$ cat src/rtl/dmem_store_buffer.sv
// Posted-store FIFO between the core data port and shared data memory.
// Drains stores in order and forwards queued bytes into 1-cycle loads.
module dmem_store_buffer #(
  parameter int DATA_WIDTH = 32,
  parameter int DEPTH      = 4
) (
  input  logic                        clk,
  input  logic                        arst_n,
  input  logic [DATA_WIDTH-1:0]       core_addr,
  input  logic [DATA_WIDTH-1:0]       core_wdata,
  input  logic                        core_we,
  input  logic                        core_re,
  input  logic [DATA_WIDTH/8-1:0]     core_mask,
  output logic [DATA_WIDTH-1:0]       core_rdata,
  output logic                        core_stall,
  output logic [DATA_WIDTH-1:0]       mem_raddr,
  input  logic [DATA_WIDTH-1:0]       mem_rdata,
  output logic                        mem_wvalid,
  input  logic                        mem_wready,
  output logic [DATA_WIDTH-1:0]       mem_waddr,
  output logic [DATA_WIDTH-1:0]       mem_wdata,
  output logic [DATA_WIDTH/8-1:0]     mem_wmask,
  output logic [$clog2(DEPTH):0]      count
);

  localparam int NB = DATA_WIDTH / 8;
  localparam int AW = $clog2(DEPTH);
  localparam int LB = $clog2(NB);
  localparam int CW = AW + 1;

  typedef logic [AW-1:0] ptr_t;

  logic [DATA_WIDTH-1:0] r_addr [DEPTH];
  logic [DATA_WIDTH-1:0] r_data [DEPTH];
  logic [NB-1:0]         r_mask [DEPTH];
  logic [DEPTH-1:0]      r_vld;
  ptr_t                  r_rptr;
  ptr_t                  r_wptr;
  logic [CW-1:0]         r_count;
  logic                  r_ld;
  logic [NB-1:0]         r_hit;
  logic [DATA_WIDTH-1:0] r_fwd;

  logic [DATA_WIDTH-1:0] w_waddr;
  logic                  w_full;
  logic                  w_enq;
  logic                  w_deq;
  logic                  w_ld;
  logic [NB-1:0]         w_hit;
  logic [DATA_WIDTH-1:0] w_fwd;
  ptr_t                  w_idx;
  logic                  w_unused;

  assign w_unused = ^core_addr[LB-1:0];
  assign w_waddr  = {core_addr[DATA_WIDTH-1:LB], {LB{1'b0}}};
  assign w_full   = (r_count == CW'(DEPTH));
  assign w_enq    = core_we & ~w_full & (|core_mask);
  assign w_deq    = mem_wvalid & mem_wready;
  assign w_ld     = core_re & ~core_we;

  assign core_stall = core_we & w_full;
  assign mem_raddr  = core_addr;
  assign mem_wvalid = (r_count != '0);
  assign mem_waddr  = mem_wvalid ? r_addr[r_rptr] : '0;
  assign mem_wdata  = mem_wvalid ? r_data[r_rptr] : '0;
  assign mem_wmask  = mem_wvalid ? r_mask[r_rptr] : '0;
  assign count      = r_count;

  always_ff @(posedge clk) begin
    if (w_enq) begin
      r_addr[r_wptr] <= w_waddr;
      r_data[r_wptr] <= core_wdata;
      r_mask[r_wptr] <= core_mask;
    end
  end

  always_ff @(posedge clk or negedge arst_n) begin
    if (!arst_n) begin
      r_vld   <= '0;
      r_rptr  <= '0;
      r_wptr  <= '0;
      r_count <= '0;
    end else begin
      if (w_deq) begin
        r_vld[r_rptr] <= 1'b0;
        r_rptr        <= r_rptr + 1'b1;
      end
      if (w_enq) begin
        r_vld[r_wptr] <= 1'b1;
        r_wptr        <= r_wptr + 1'b1;
      end
      r_count <= r_count + CW'(w_enq) - CW'(w_deq);
    end
  end

  // Walk oldest to youngest so younger stores overwrite older lanes.
  always_comb begin
    w_hit = '0;
    w_fwd = '0;
    w_idx = '0;
    for (int k = 0; k < DEPTH; k++) begin
      w_idx = r_rptr + ptr_t'(k);
      if (r_vld[w_idx] && (r_addr[w_idx] == w_waddr)) begin
        for (int b = 0; b < NB; b++) begin
          if (r_mask[w_idx][b]) begin
            w_hit[b]       = 1'b1;
            w_fwd[8*b +: 8] = r_data[w_idx][8*b +: 8];
          end
        end
      end
    end
  end

  always_ff @(posedge clk or negedge arst_n) begin
    if (!arst_n) begin
      r_ld  <= 1'b0;
      r_hit <= '0;
      r_fwd <= '0;
    end else begin
      r_ld  <= w_ld;
      r_hit <= w_ld ? w_hit : '0;
      r_fwd <= w_ld ? w_fwd : '0;
    end
  end

  // Memory data lands the cycle after the load; merge it with the snapshot.
  always_comb begin
    core_rdata = '0;
    if (r_ld) begin
      for (int b = 0; b < NB; b++) begin
        core_rdata[8*b +: 8] = r_hit[b] ? r_fwd[8*b +: 8]
                                        : mem_rdata[8*b +: 8];
      end
    end
  end

endmodule

$ cat config.mk
export PLATFORM = sky130hd
export DESIGN_NAME = dmem_store_buffer
export DESIGN_NICKNAME = d
export VERILOG_FILES = /design/src/rtl/dmem_store_buffer.sv
export SDC_FILE = /design/constraint.sdc
export NUM_CORES = 1
export LEC_CHECK = 0
export CAP_MARGIN = 15
export CORE_UTILIZATION = 35
export DETAILED_ROUTE_END_ITERATION = 8
export PLACE_DENSITY = 0.6
export SYNTH_ARGS = -nofsm -noshare
export SYNTH_HDL_FRONTEND = slang
export SYNTH_SLANG_ARGS = --single-unit
$ cat constraint.sdc
create_clock -name clk -period 11.5 [get_ports clk]
set_input_delay 2.875 -clock clk [delete_from_list [all_inputs] [get_ports clk]]
set_output_delay 2.875 -clock clk [all_outputs]
set_load 0.02 [all_outputs]
==> results.txt, run 1 <==
----------------------------------------------------
[Status]
  Run status ... finished clean

[Route]
  DRC viols ... 0
  Via density per instance ... 6.03
  Final Routed Wirelength ... 65000 um
  First-pass iteration count of the detailed router ... 5
  Violation count after the first detailed-route iteration ... 1097
  Final routed wire length divided by cell count ... 25.9 um
  Antenna-violating nets left ... 0
  Via Count ... 15125

[STA]
  Total Negative Setup Slacks ... 0 ns
  Time the final worst path needs with I/O delays and setup ... 7.38 ns
  Final setup fails ... 0
  Max Slew Vio Count ... 0
  Timing-limited maximum frequency ... 136 MHz
  Count of endpoints failing hold in the final timing report ... 0
  Worst clock skew ... 0.0228 ns
  Slew of the pin with the lowest slew margin ... 1.11 ns
  Portion of the clock cycle consumed by the worst path in the final layout ... 64.2%
  Headroom to the max-slew limit ... 25.3%
  Unrepaired setup endpoints after global routing ... no

[Cells and area]
  Number of nets in the layout ... 1819
  Non-Filler Instances ... 2510
  Layout cell share with drive strength beyond 1 ... 19.1%
  Area growth from synthesis to layout ... 18.4%

[Worst setup path]
  Worst setup slack for register-to-register paths ... 4.65 ns
  Critical path cell sequence ... clkdlybuf4s50_1, clkdlybuf4s50_1
  Critical path buffer and inverter count ... 2
  Crit path largest cell delay ... 0.90 ns
  Arr. time, crit path ... 4.51 ns
  Start-to-end type of the worst setup path ... primary input to output port
  Largest fanout of any net on the critical path ... 14
  WP data required ... 8.63 ns
  Nature of the critical path startpoint ... primary input
  Critical path endpoint category ... output port
  Cell type of the slowest stage on the worst timing path ... clkdlybuf4s50_1
  Critical path's top delay family ... buffers and inverters
  Most prevalent standard cell on the critical path ... clkdlybuf4s50_1

[Floorplan]
  Die area ... 0.0617 mm2
  Number of placement rows ... 89
  Placeable core region ... 0.0596 mm2
  Initial cell density of the core ... 35.7%
  Die X ... 248 um
  Height of the die ... 248 um
  I/O pins ... 242

[Logic synthesis]
  Share of the yosys chip area belonging to registers ... 42.9%
  Async set-or-reset flop fraction in the synthesized netlist ... 15.4%
  Average cell area after synthesis ... 13.5 um2
  Post-synth top flop ... edfxtp_1
  Area of the mapped netlist ... 0.0213 mm2
  Instance count of the mapped netlist ... 1570
  Synth top area share ... 37.3%
  Most area-consuming cells after synthesis ... edfxtp_1 (37%), mux4_2 (22%), mux2i_1 (6.3%), dfrtp_1 (5.6%), xnor2_1 (2.6%)
  Yosys Warn Count ... 0
  EDFF count, synth ... 264
  Flop and latch count out of synthesis ... 312
  Distinct cell type count after synthesis ... 67
  Largest area contributor in the synthesized netlist ... edfxtp_1

[Global route]
  GRT Overall Usage ... 20.7%
  Initial antenna violation count ... 4
  Maximum number of pins on one net before global-route repair ... 145
  Number of global-route vias before repair ... 15092
  Global-route wire length before repair ... 97000 um
  Global-route congestion overflow total ... 0

[Placed design]
  Post-DP HPWL ... 42800 um
  Placed instance count ... 2433
  Count of buffers inserted at the top-level ports ... 235
  Last weighted congestion value of the routability-driven placer ... 0.985

[Hold path]
  Path category of the worst min-delay check ... register to register

[Clocking]
  CTS tree ... done
  Sink count of the clock tree ... 312
  Deepest level of the CTS H-tree ... 2
  Post-CTS Resized ... 0
  Hold-fix buffers, CTS ... 0
  Post-CTS clock slew at the launch and capture registers of the worst setup and hold paths ... 0.06 ns
  CTS max path bufs ... 3
  CTS buffer count ... 41
  CTS Root Cell ... clkbuf_16
  Number of buffers added for setup after CTS ... 0
  Worst skew pair latency ... 0.57 ns

[Job]
  Max-cap violations ... 0

[Power and ir drop]
  Leak ... 0.00877 uW
  Power density relative to cell area ... 278 mW/mm2
  Worst voltage drop across the vdd grid ... 0.224 mV

----------------------------------------------------
## path summary, 6_finish.rpt
kind                              startpoint      endpoint  depth (start not counted)
worst max-delay path            core_addr[2]  mem_raddr[2]                          2
worst min-delay path                r_vld[2]      r_vld[2]                          1
worst max register to register     r_rptr[1]      r_fwd[9]                         13
worst min register to register      r_vld[2]      r_vld[2]                          1
max in group asynchronous             arst_n     r_rptr[1]                          2
min in group asynchronous             arst_n     r_fwd[10]                          2
## through the flow
| step | util, % | hold slack, ns | area (um2) | total power, uW | worst slack, ns |
|---|---|---|---|---|---|
| after floorplan | - | 0.467 | 21300 | 4560 | 5.37 |
| after global placement | 40.0 | 0.507 | 23800 | 5700 | 4.13 |
| after detailed placement | 40.0 | 0.524 | 23800 | 5740 | 4.11 |
| after CTS | 42.3 | 0.545 | 25200 | 7060 | 4.10 |
| after global routing | 42.3 | 0.596 | 25200 | 7360 | 4.07 |
| final | 42.3 | 0.551 | 25200 | 7000 | 4.12 |
## layout by cell type, fill, tap and decap left out, types with 8 or more instances in the layout
| cell type | count |
|---|---|
| edfxtp_1 | 264 |
| o21ai_0 | 21 |
| mux2i_1 | 133 |
| clkbuf_1 | 9 |
| mux4_2 | 210 |
| and2_1 | 54 |
| inv_1 | 51 |
| nand4_1 | 10 |
| nor2_1 | 65 |
| xnor2_1 | 63 |
| mux2_2 | 15 |
| dfrtp_1 | 46 |
| nand2_1 | 62 |
| nor2b_1 | 34 |
| clkbuf_16 | 41 |
| a21oi_1 | 20 |
| ha_1 | 9 |
| and3_1 | 71 |
| and4_1 | 32 |
| clkinv_1 | 9 |
| nand3_1 | 14 |
| nor3_1 | 9 |
| xor2_1 | 35 |
| o32ai_1 | 34 |
| buf_4 | 22 |
| a21o_1 | 8 |
| clkdlybuf4s50_1 | 234 |
| a311oi_1 | 34 |
| o22ai_1 | 8 |
## cell families after synthesis
kind of cell,after synthesis,share of synthesized area (%)
muxes,359,29.4
other,1,0.0176
xor gates and xnor gates,98,4.04
AOI/OAI and AO/OA,183,6.63
DFF,312,42.9
and+or+nand+nor,385,10.8
adders and majority gates,11,0.683
buffers and inverters,221,5.59
## cell type report
type | instances | area [um2]
fillers | 5430 | 34400
repair buffers | 258 | 2530
well taps | 773 | 967
diodes | 2 | 5.00
flip-flops and latches | 312 | 9140
multi-input cells | 1038 | 11000
clock buffers | 51 | 1070
clock inverters | 24 | 269
inverters | 52 | 195
## report_power, final
group | switching (uW) | internal [uW]
clock network | 506 | 795
registers | 218 | 1460
logic | 2130 | 1890
total | 2860 | 4150
## state kept, by name, indices dropped and copies added, names as in the netlist
name / flops
r_fwd: 32
r_rptr: 2
r_mask: 16
r_ld: 1
r_hit: 4
count: 3
r_data: 128
r_addr: 120
r_vld: 4
r_wptr: 2
## cell usage after synthesis (all sizes together) (4+ instances only)
cell type / number
a41oi: 4
mux2: 15
mux2i: 134
o32ai: 34
dfrtp: 48
a21oi: 20
a221oi: 4
ha: 10
a311oi: 34
nand2: 62
nand4: 14
a211oi: 6
nor4: 10
nand3: 14
buf: 114
o22ai: 8
and4: 32
clkbuf: 55
o221ai: 5
o21ai: 22
edfxtp: 264
o2111ai: 4
a21o: 8
xnor2: 63
o211ai: 4
mux4: 210
and2: 58
a2bb2oi: 4
and3: 71
xor2: 35
nand4b: 5
inv: 52
a22oi: 6
nor2b: 34
nor3: 12
and4b: 4
nor2: 65
## layer usage
| layer | share of wire [%] | track usage, % |
|---|---|---|
| met3 | 7.4 | 3.53 |
| met2 | 49 | 35.2 |
| met5 | 0.037 | 0 |
| met1 | 40 | 26.3 |
| met4 | 3.5 | 7.76 |
No activity file was read; power rests on OpenSTA's default activity.
==> inputs of run 2 (changes only) <==
--- a/config.mk
+++ b/config.mk
@@ -8,7 +8,7 @@
 export CAP_MARGIN = 15
 export CORE_UTILIZATION = 35
 export DETAILED_ROUTE_END_ITERATION = 8
-export PLACE_DENSITY = 0.6
+export PLACE_DENSITY = 0.62
 export SYNTH_ARGS = -nofsm -noshare
 export SYNTH_HDL_FRONTEND = slang
 export SYNTH_SLANG_ARGS = --single-unit
==> constraint.sdc (replaced) <==
create_clock -name clk -period 6 [get_ports clk]
set_input_delay 1.5 -clock clk [delete_from_list [all_inputs] [get_ports clk]]
set_output_delay 1.5 -clock clk [all_outputs]
set_load 0.02 [all_outputs]
==> run 2 against run 1 <==
Net effect: non-clock buffer count grew 14; clock power up 82%; combinational power grew 94%; critical path depth rose by 9; setup slack got worse by 3.2 ns; sequential share of layout area fell by 0.12 points; count of clock-buffer cells in the layout fell by 5; global-route usage decreased by 0.13 points; first-iteration DRC count rose by 25%; utilization up 0.14 points; hold slack got worse by 0.026 ns; cell area is 0.33% higher; largest cell class unchanged; largest power group unchanged.
==> results.txt, run 2 (synthesis gave the netlist of run 1 again) <==
----------------------------------------------------
[Route]
  Antenna-violating nets left ... 0 (unchanged)
  DRC viols ... 0 (unchanged)
  Final Routed Wirelength ... 64000 um (-1.6%)
  Final routed wire length divided by cell count ... 25.5 um (-1.7%)
  First-pass iteration count of the detailed router ... 5 (unchanged)
  Via Count ... 15099 (-0.17%)
  Violation count after the first detailed-route iteration ... 1369 (+25%)
  Via density per instance ... 6.01 (-0.29%)

[Floorplan]
  Placeable core region ... 0.0596 mm2 (unchanged)
  I/O pins ... 242 (unchanged)
  Initial cell density of the core ... 35.7% (unchanged)
  Die area ... 0.0617 mm2 (unchanged)
  Number of placement rows ... 89 (unchanged)
  Height of the die ... 248 um (unchanged)
  Die X ... 248 um (unchanged)

[STA]
  Final setup fails ... 0 (unchanged)
  Timing-limited maximum frequency ... 195 MHz
  Time the final worst path needs with I/O delays and setup ... 5.12 ns
  Count of endpoints failing hold in the final timing report ... 0 (unchanged)
  Portion of the clock cycle consumed by the worst path in the final layout ... 85.4%
  Total Negative Setup Slacks ... 0 ns (unchanged)
  Worst clock skew ... 0.0236 ns (+0.000799 ns)
  Slew of the pin with the lowest slew margin ... 1.12 ns (+0.00343 ns)
  Max Slew Vio Count ... 0 (unchanged)
  Final setup slack of the worst path ... 0.878 ns (-3.24 ns)
  Headroom to the max-slew limit ... 25.7% (+0.39 points)
  Unrepaired setup endpoints after global routing ... no

[Global route]
  Peak-usage layer in the global routing report ... met2
  Global-route wire length before repair ... 97500 um (+0.56%)
  Maximum number of pins on one net before global-route repair ... 148 (+2.1%)
  Global-route congestion overflow total ... 0 (unchanged)
  Initial antenna violation count ... 2 (-2)
  GRT Overall Usage ... 20.6% (-0.13 points)
  GR met1 Demand/Resource ... 26.3% (+0.030 points)
  Number of global-route vias before repair ... 15439 (+2.3%)
  Met3 usage in global routing ... 4.60% (+1.1 points)
  GR met2 Demand/Resource ... 35.0% (-0.23 points)

[Placed design]
  Setup Slack @ Placement ... 0.882 ns (-3.23 ns)
  Post-DP HPWL ... 43700 um (+2.1%)
  Last weighted congestion value of the routability-driven placer ... 0.926 (-6.1%)
  Count of buffers inserted at the top-level ports ... 235 (unchanged)

[Cells and area]
  Highest-count cells in the layout ignoring fill and taps ... edfxtp_1 (264), clkdlybuf4s50_1 (234), mux4_2 (210)
  Top reg by flops ... r_data
  Number of nets in the layout ... 1829 (+0.55%)
  Most common library cell in the layout ignoring fill and taps ... edfxtp_1
  Area growth from synthesis to layout ... 18.8%
  Biggest registers after layout ... r_data x128, r_addr x120, r_fwd x32
  Layout cell share with drive strength beyond 1 ... 19.6% (+0.52 points)
  Number of antenna cells inserted ... 0 (-2)
  Largest register FFs ... 128 (unchanged)

[Worst setup path]
  Start-to-end type of the worst setup path ... register to register
  Worst setup path startpoint ... r_rptr[1]
  WP data required ... 6.41 ns (-2.22 ns)
  Critical path endpoint category ... register
  Reg2Reg Capture Point ... r_fwd[20]
  Nature of the critical path startpoint ... register
  Crit path capture ... r_fwd[20]
  Worst setup slack for register-to-register paths ... 0.88 ns (-3.77 ns)
  Length in cells of the worst reg-to-reg path ... 11 (-2)
  Arr. time, crit path ... 5.53 ns (+1.02 ns)
  Reg2Reg Launch Point ... r_rptr[1]
  Largest fanout of any net on the critical path ... 53 (+39)

[Clocking]
  CTS buffer count ... 37 (-9.8%)
  CTS tree ... done
  Post-CTS Resized ... 0 (unchanged)
  Deepest level of the CTS H-tree ... 2 (unchanged)
  CTS max path bufs ... 3 (unchanged)
  Sink count of the clock tree ... 312 (unchanged)
  Number of buffers added for setup after CTS ... 0 (unchanged)
  Worst skew pair latency ... 0.57 ns (about the same)
  CTS Root Cell ... clkbuf_16
  Hold-fix buffers, CTS ... 0 (unchanged)
  Post-CTS clock slew at the launch and capture registers of the worst setup and hold paths ... 0.06 ns (about the same)

[Power and ir drop]
  Power density relative to cell area ... 529 mW/mm2 (+90%)
  Worst voltage drop across the vdd grid ... 0.348 mV (+55%)
  Leak ... 0.00882 uW (+0.57%)

[Status]
  Run status ... finished clean

[Hold path]
  Path category of the worst min-delay check ... register to register

[Job]
  Max-cap violations ... 0 (unchanged)

----------------------------------------------------
## run 2: cell types whose count changed in the layout (fill, tap and decap cells not counted), moves of 2 or more
cell,previous run,this run
buf_12,1,6
diode_2,2,0
clkbuf_1,9,7
clkbuf_16,41,38
inv_6,2,0
buf_4,22,31
clkinv_1,9,6
## run 2: metrics by stage
stage / util [%] / area [um2] / power [uW] / hold WS (ns) / instances
floorplan: - / 21300 / 8740 / 0.467 / 1571
global placement: 40.3 / 24000 / 11000 / 0.498 / 2447
detailed placement: 40.3 / 24000 / 11100 / 0.507 / 2447
CTS: 42.4 / 25300 / 13500 / 0.526 / 2513
global route: 42.4 / 25300 / 14100 / 0.550 / 2513
finish: 42.4 / 25300 / 13400 / 0.525 / 2513
## run 2: per-layer routing
layer  wire length, um  up-vias
met5                17        -
met2             31800      717
met1             25500     7735
met4              1530        2
met3              5110      101
li1                  -     6544
## run 2: where the power goes
part / switching [uW] / internal [uW] / leakage, uW
sequential: 385 / 2790 / 0.00306
clock: 928 / 1440 / 0.000618
combinational: 4150 / 3680 / 0.00515
total: 5460 / 7910 / 0.00882
## run 2: layout make-up
class / instances / area (um2)
clock buffers: 46 / 991
clock inverters: 20 / 273
fillers: 5431 / 34300
inverters: 52 / 195
multi-input cells: 1038 / 11000
flip-flops and latches: 312 / 9140
well taps: 773 / 967
repair buffers: 272 / 2700
## run 2: worst min path at each step
stage	end	depth (start not counted)	from
6_report	r_vld[2]	1	r_vld[2]
5_1_grt	r_vld[2]	1	r_vld[2]
4_1_cts	r_vld[2]	1	r_vld[2]
3_5_place_dp	r_vld[2]	1	r_vld[2]
3_3_place_gp	r_vld[2]	1	r_vld[2]
2_1_floorplan	r_vld[2]	1	r_vld[2]
## run 2: critical path, cell delays in order (launching register included)
cell	delay, ns
dfrtp_4	0.77
inv_1	0.25
ha_4	0.68
buf_12	0.39
mux4_2	0.56
xnor2_1	0.47
nand2_1	0.18
nor4_4	0.27
buf_4	0.44
nand4_2	0.35
a311oi_1	0.40
o32ai_1	0.14
